File: config.mk
export PLATFORM = sky130hd
export DESIGN_NAME = flash_arbiter
export DESIGN_NICKNAME = d
export VERILOG_FILES = /design/src/rtl/flash_arbiter_pkg.sv /design/src/rtl/flash_rr_arb2.sv /design/src/rtl/flash_arbiter.sv
export SDC_FILE = /design/constraint.sdc
export NUM_CORES = 1
export LEC_CHECK = 0
export BUFFER_PORTS_ARGS = -buffer_cell sky130_fd_sc_hd__buf_2
export CORE_MARGIN = 2
export CORE_UTILIZATION = 45
export CTS_BUF_LIST = sky130_fd_sc_hd__clkbuf_16
export CTS_CLUSTER_SIZE = 8
export DETAILED_ROUTE_END_ITERATION = 10
export PLACE_DENSITY = 0.8
export SYNTH_ARGS = -nofsm -noshare
export SYNTH_HDL_FRONTEND = slang
export SYNTH_SLANG_ARGS = --single-unit
File: constraint.sdc
create_clock -name clk -period 2.3 [get_ports clk]
set_clock_uncertainty 0.2 [all_clocks]
set_input_delay 0.23 -clock clk [delete_from_list [all_inputs] [get_ports clk]]
set_output_delay 0.23 -clock clk [all_outputs]
set_load 0.01 [all_outputs]
File: src/rtl/flash_arbiter_pkg.sv
// Shared types and constants for the two-port flash read arbiter.
package flash_arbiter_pkg;
  localparam int WADDR_W = 16;
  localparam int FADDR_W = 24;

  localparam logic [FADDR_W-1:0] BASE0_DEF = 24'h100000;
  localparam logic [FADDR_W-1:0] BASE1_DEF = 24'h180000;

  typedef enum logic [1:0] {
    IDLE = 2'd0,
    BUSY = 2'd1,
    RESP = 2'd2
  } state_t;

  // Word address to flash byte address; the add wraps at 2^24.
  function automatic logic [FADDR_W-1:0] flash_byte_addr(
    input logic [FADDR_W-1:0] base,
    input logic [WADDR_W-1:0] waddr
  );
    return base + {{(FADDR_W-WADDR_W-1){1'b0}}, waddr, 1'b0};
  endfunction
endpackage

File: src/rtl/flash_rr_arb2.sv
// Two-requester round-robin grant; the port not served last wins a tie.
module flash_rr_arb2 (
  input  logic       clk,
  input  logic       reset_n,
  input  logic [1:0] req,
  input  logic       served_vld,
  input  logic       served_port,
  output logic       gnt_vld,
  output logic       gnt_port
);
  logic last;

  assign gnt_vld  = |req;
  assign gnt_port = (req == 2'b11) ? ~last : req[1];

  // Reset to port 1 so port 0 wins the first tie.
  always_ff @(posedge clk) begin
    if (!reset_n)        last <= 1'b1;
    else if (served_vld) last <= served_port;
  end
endmodule

File: src/rtl/flash_arbiter.sv
// Two ports share one flash reader; each port has a one-entry hit register.
module flash_arbiter
  import flash_arbiter_pkg::*;
#(
  parameter logic [FADDR_W-1:0] BASE0 = BASE0_DEF,
  parameter logic [FADDR_W-1:0] BASE1 = BASE1_DEF
) (
  input  logic               clk,
  input  logic               reset_n,
  input  logic               req0,
  input  logic               req1,
  input  logic [WADDR_W-1:0] addr0,
  input  logic [WADDR_W-1:0] addr1,
  output logic               ack0,
  output logic               ack1,
  output logic [WADDR_W-1:0] rdata0,
  output logic [WADDR_W-1:0] rdata1,
  input  logic               inval,
  output logic               busy,
  output logic               flash_hold,
  output logic [FADDR_W-1:0] flash_addr,
  input  logic               flash_ready,
  input  logic [15:0]        flash_rdata
);
  state_t state;
  logic owner, inval_seen;
  logic [WADDR_W-1:0] lat_addr, resp_data;
  logic [1:0] hit_vld;
  logic [1:0][WADDR_W-1:0] hit_addr, hit_data, addr_v;
  logic [1:0] req_v;
  logic gnt_vld, gnt_port, hit;

  assign req_v  = {req1, req0};
  assign addr_v = {addr1, addr0};
  assign busy   = (state != IDLE);
  // A same-cycle inval already counts against the lookup.
  assign hit    = hit_vld[gnt_port] && !inval && (hit_addr[gnt_port] == addr_v[gnt_port]);

  flash_rr_arb2 u_arb (
    .clk        (clk),
    .reset_n    (reset_n),
    .req        (req_v),
    .served_vld (state == RESP),
    .served_port(owner),
    .gnt_vld    (gnt_vld),
    .gnt_port   (gnt_port)
  );

  always_ff @(posedge clk) begin
    if (!reset_n) begin
      state      <= IDLE;
      owner      <= 1'b0;
      inval_seen <= 1'b0;
      lat_addr   <= '0;
      resp_data  <= '0;
      hit_vld    <= '0;
      hit_addr   <= '0;
      hit_data   <= '0;
      flash_hold <= 1'b1;
      flash_addr <= '0;
      ack0       <= 1'b0;
      ack1       <= 1'b0;
      rdata0     <= '0;
      rdata1     <= '0;
    end else begin
      ack0 <= 1'b0;
      ack1 <= 1'b0;
      case (state)
        IDLE: if (gnt_vld) begin
          owner    <= gnt_port;
          lat_addr <= addr_v[gnt_port];
          if (hit) begin
            resp_data <= hit_data[gnt_port];
            state     <= RESP;
          end else begin
            flash_addr <= flash_byte_addr(gnt_port ? BASE1 : BASE0, addr_v[gnt_port]);
            flash_hold <= 1'b0;
            inval_seen <= 1'b0;
            state      <= BUSY;
          end
        end
        BUSY: begin
          if (inval) inval_seen <= 1'b1;
          if (flash_ready) begin
            resp_data       <= flash_rdata;
            flash_hold      <= 1'b1;
            // A fill overtaken by inval still answers but is not trusted later.
            hit_vld[owner]  <= !(inval || inval_seen);
            hit_addr[owner] <= lat_addr;
            hit_data[owner] <= flash_rdata;
            state           <= RESP;
          end
        end
        RESP: begin
          if (owner) begin
            ack1   <= 1'b1;
            rdata1 <= resp_data;
          end else begin
            ack0   <= 1'b1;
            rdata0 <= resp_data;
          end
          state <= IDLE;
        end
        default: state <= IDLE;
      endcase
      if (inval) hit_vld <= '0;
    end
  end
endmodule

# Word level (Yosys, flattened, before mapping)
# Index checks and enable logic that the tools add are counted.
# op_classes
addsub	1
order_cmp	3
n_eq_ne	9
mux	33
n_bitwise	4
n_reduce_logical	21
# op_table
cell	count
$mux W16	10
$bwmux W32	2
$pmux W16 S2	1
$add A21 B17 Y22	1
$mux W20	1
$demux W16 S1	1
$eq A16 B16 Y1	1
$reduce_and A2 Y1	6
$reduce_and A4 Y1	3
$mux W1	10
$ne A2 B2 Y1 const B	5
$mux W2	3
$eq A2 B2 Y1 const B	2
$lt A1 B2 Y1 const B	2
$not A1 Y1	4
$pmux W1 S2	2
$pmux W2 S2	1
$reduce_bool A2 Y1	2
$reduce_or A2 Y1	2
$logic_and A1 B1 Y1	3
$reduce_and A3 Y1	1
$bwmux W2	1
$eq A2 B1 Y1 const B	1
$logic_not A1 Y1	2
4 further kinds	4
# word_totals
ff_bits	162
elab_cells	88

# Depth between registers and ports, before layout
# depth
word_depth	9
depth_mapped	9
ltp_nobuf	7

# By module
# A second synthesis with hierarchy kept.
# unflattened
cells_unflattened	811
area_unflattened_um2	6871.6
# by_module_without_submodules
module	instances	cells_each	area_each_um2	seq_area_each_um2
flash_arbiter	1	806	6824.0	3103.0
flash_rr_arb2	1	5	47.5	20.0

# Worst setup path after synthesis
# Ideal clock, no wire load.
# synth_path
path_kind	register -> register
from	reg u_arb.last
to	reg resp_data[10]
setup_time_ns	0.122
arrival_ns	1.938
setup_slack_ns	0.040
stages_incl_launch_ff	9
synth_period_minus_slack_ns	2.260
path_cell_list	dfxtp_1 -> a21boi_1 -> buf_6 -> or4_1 -> o22ai_2 -> o21a_4 -> o22ai_4 -> buf_6 -> a221o_1
# synth_via
elab_chain_len	8
word_cells_on_any_way	18
# synth_rtl
item	line	source
start, declared	flash_rr_arb2.sv:11	logic last;
start signal, assigned	flash_rr_arb2.sv:19	else if (served_vld) last <= served_port;
$not A1 Y1 *	flash_rr_arb2.sv:14	assign gnt_port = (req == 2'b11) ? ~last : req[1];
$mux W1 *	flash_rr_arb2.sv:14	
$mux W16 (not written as such) or $mux W1 (tied branches) (2 in a row)	flash_arbiter.sv:37	assign hit = hit_vld[gnt_port] && !inval && (hit_addr[gnt_port] == addr_v[gnt_port]);
$eq A16 B16 Y1 or $logic_and A1 B1 Y1 (tied branches)	flash_arbiter.sv:37	
$logic_and A1 B1 Y1	flash_arbiter.sv:37	
$ne A2 B2 Y1 (no line)	n/a	
$reduce_and A4 Y1 (no line)	n/a	
end signal, assigned	flash_arbiter.sv:73	resp_data <= hit_data[gnt_port];
end signal, assigned	flash_arbiter.sv:85	resp_data <= flash_rdata;
end, declared	flash_arbiter.sv:27	logic [WADDR_W-1:0] lat_addr, resp_data;
# Mark *: on every way between the ends. The rest lies on a longest branch, timed or not. The select of a mux whose other input is x is not followed.
# A chain may end at the register's enable or synchronous reset.

# Worst setup path after layout
# layout_path
from	reg u_arb.last
to	reg resp_data[15]
# Same word-level chain as after synthesis.

==> metrics.txt <==
outcome=complete, no violations; Post-Syn Area=0.00649 mm²; Die Ht=124 µm; CP Depth=6; chip width=124 µm; vias in the first global route=5329; RSZ-0062 raised after global routing=true; Post-Layout Cell Count=1079; Util after Layout=57.6%; first-pass GRT wire length=27000 µm; Setup crit start=u_arb.last$_SDFFE_PN1N_; largest net degree at the start of global routing=82; H-tree depth=4; Post-synth ARST share=0%; Max-Slew Margin vs Limit=42.8%; Skew-Pair Late Insertion Delay=420 ps; Max Root-Sink Buffers=2; ys flop type=dfxtp_1; most area-consuming cells after synthesis=dfxtp_1, nand2_1, a21oi_1; NumNets Final=940; DR pass1 iterations=8; Initial Util=46.4%; vias per cell=5.39; post-layout min period=2290 ps; Max Freq=437 MHz; Seq. cell area=0.00312 mm²; Peak VDD IR=0.000601 V; via count of the routed design=5813; # DRC=0; WS Path Type=reg -> reg; Row Count=43; EDFF count, synth=0; Area Growth Syn to Fin=24.1%; fraction of layout cells with a size suffix above 1=19.2%; die area=0.0154 mm²; Leak=0.00322 µW; worst setup margin=13.2 ps; Critical Path End Type=flip-flop; count of cell types in the netlist=40; Power Density=801 mW/mm²; gr usage total=22.4%; Post-Place Worst Slack=-50.7 ps; Cell Chain, Critical Path=a21boi_4 -> or4_1 -> o22ai_2 -> o21a_4 -> o22ai_4 -> a221o_1; WL final=17500 µm; CP max-delay cell=or4_1; clock root cell=clkbuf_16; CTS tree=done; Wirelength per Cell=16.2 µm; arrival time at the worst endpoint=2390 ps; hold path depth=3; total CTS buffers=17; core box area=0.0140 mm²; Worst Path Max Fanout=8; initial antenna violation count=0; fin crit share=99.4%; post-detail-place hpwl=11200 µm; Inst Count DP=1025; Post-Syn Instances=774; FF-to-FF End=resp_data[15]$_SDFFE_PN0P_; I/O pin total=114; register area share after synthesis=48.1%; setup slack, reg-to-reg=10 ps; yosys warns=0; required time worst endpoint=2400 ps; setup TNS=0 ps; CTS clk-pin slew, worst paths=60 ps; footprint of the multi-input gates=0.00313 mm²; Slew Limit Fails=0; Register-to-Register Path Depth=6; routability cong.=0.948; Bufs and invs on worst path=0; grt total ovfl=0; Synth top area share=48.1%; Startpoint Class=flip-flop; antenna-violating nets left=0; Power, Total=6450 µW; CTS sink cnt=156; Worst Tran Pin Value=854 ps; Fillers=1197; FF+latch count, synth=156; Mapped Avg Cell Area=8.39 µm²; Synth area leader=dfxtp_1; final setup vio count=0; delay-heaviest family, CP=compound AO/OA/AOI/OAI gates; Hold Fails Final Rpt=0; CP Capture Point=resp_data[15]$_SDFFE_PN0P_; max incr delay on CP=550 ps; Port Buf Inserts=107; FF-to-FF Start=u_arb.last$_SDFFE_PN1N_; Hold WC Path Type=in -> reg; Max Cap Viol=0; initial detailed-routing violation count=564
[placed cells by master, fill, tap and decap left out, drive strengths merged, types with 9 or more instances in the layout]
| cell | instances |
|---|---|
| a211oi | 17 |
| a21oi | 91 |
| a221o | 16 |
| a22o | 16 |
| and2 | 16 |
| buf | 127 |
| clkbuf | 18 |
| clkinv | 9 |
| dfxtp | 156 |
| dlygate4sd3 | 18 |
| inv | 15 |
| mux2i | 42 |
| nand2 | 200 |
| nand2b | 26 |
| nor2 | 40 |
| o21ai | 19 |
| xnor2 | 18 |
[synth_stat cells, types with 7 or more instances]
master,number
a221o_1,16
o21ai_0,19
and2_1,16
mux2i_1,42
clkbuf_1,48
inv_1,14
nand2b_1,26
a22o_1,16
xnor2_1,18
buf_4,7
nand2_1,200
nor2_1,39
dfxtp_1,156
a21oi_1,91
a211oi_1,17
[metrics by stage]
step           hold slack [ps]  cell area (µm²)
4_1_cts                   20.8             7990
3_5_place_dp               246             7230
3_3_place_gp               234             7230
2_1_floorplan              166             6510
6_report                  22.7             8060
5_1_grt                   55.8             8060
[worst min path at each step]
| stage | end | from | slack [ps] |
|---|---|---|---|
| 2_1_floorplan | hit_data[0]$_SDFFE_PN0P_ | flash_rdata[0] | 170 |
| 3_3_place_gp | flash_addr[19]$_SDFFE_PN0P_ | flash_addr[19]$_SDFFE_PN0P_ | 230 |
| 3_5_place_dp | rdata0[8]$_SDFFE_PN0P_ | rdata0[8]$_SDFFE_PN0P_ | 250 |
| 4_1_cts | lat_addr[14]$_SDFFE_PN0P_ | addr0[14] | 20 |
| 5_1_grt | lat_addr[14]$_SDFFE_PN0P_ | addr0[14] | 60 |
| 6_report | lat_addr[14]$_SDFFE_PN0P_ | addr0[14] | 20 |
[flip-flops by register name, indices dropped and copies added (netlist names), 2 cells and up]
signal / count
flash_addr: 18
hit_addr: 32
hit_data: 32
hit_vld: 2
lat_addr: 16
rdata0: 16
rdata1: 16
resp_data: 16
state: 2
[layout make-up]
cell class / count / share of cell area [%]
well taps: 180 / 2.79
repair buffers: 146 / 11.7
clock buffers: 17 / 5.28
flip-flops and latches: 156 / 38.8
multi-input cells: 551 / 38.9
diodes: 1 / 0.0310
clock inverters: 14 / 1.92
inverters: 14 / 0.652
[what timing repair did]
action | 4_1_cts | 5_1_grt
setup endpoints to repair | 16 | 26
resized for setup | 2 | 8
setup buffers | 0 | 2
pin swaps | 3 | 15
cloned | 0 | 2
endpoints found under the hold margin | 51 | 0
hold buffers | 18 | 0
[worst min-delay path, stage by stage]
cell and delay, ps:
buf_2 120, mux2i_1 160, a211oi_1 90
[logic make-up after synthesis]
| group | after synthesis | synth area share [%] |
|---|---|---|
| simple gates | 307 | 20.3 |
| other cells | 1 | 0.0578 |
| buf+inv | 73 | 4.89 |
| compound gates | 175 | 17.4 |
| flops | 156 | 48.1 |
| xor+xnor | 20 | 2.70 |
| mux | 42 | 6.48 |
[power breakdown]
part           leakage (µW)  internal, µW  switching, µW
sequential          0.00127          2830           90.9
combinational       0.00166           313            460
clock              0.000289          1680           1080
[layer usage]
layer,vias to the layer above,wire (µm),global-route usage (%)
met5,-,0,0
met3,38,1060,4.72
li1,2839,-,-
met4,0,446,8.22
met2,220,8010,34.4
met1,2716,7970,30.9
Power figures use the tool's default switching activity.
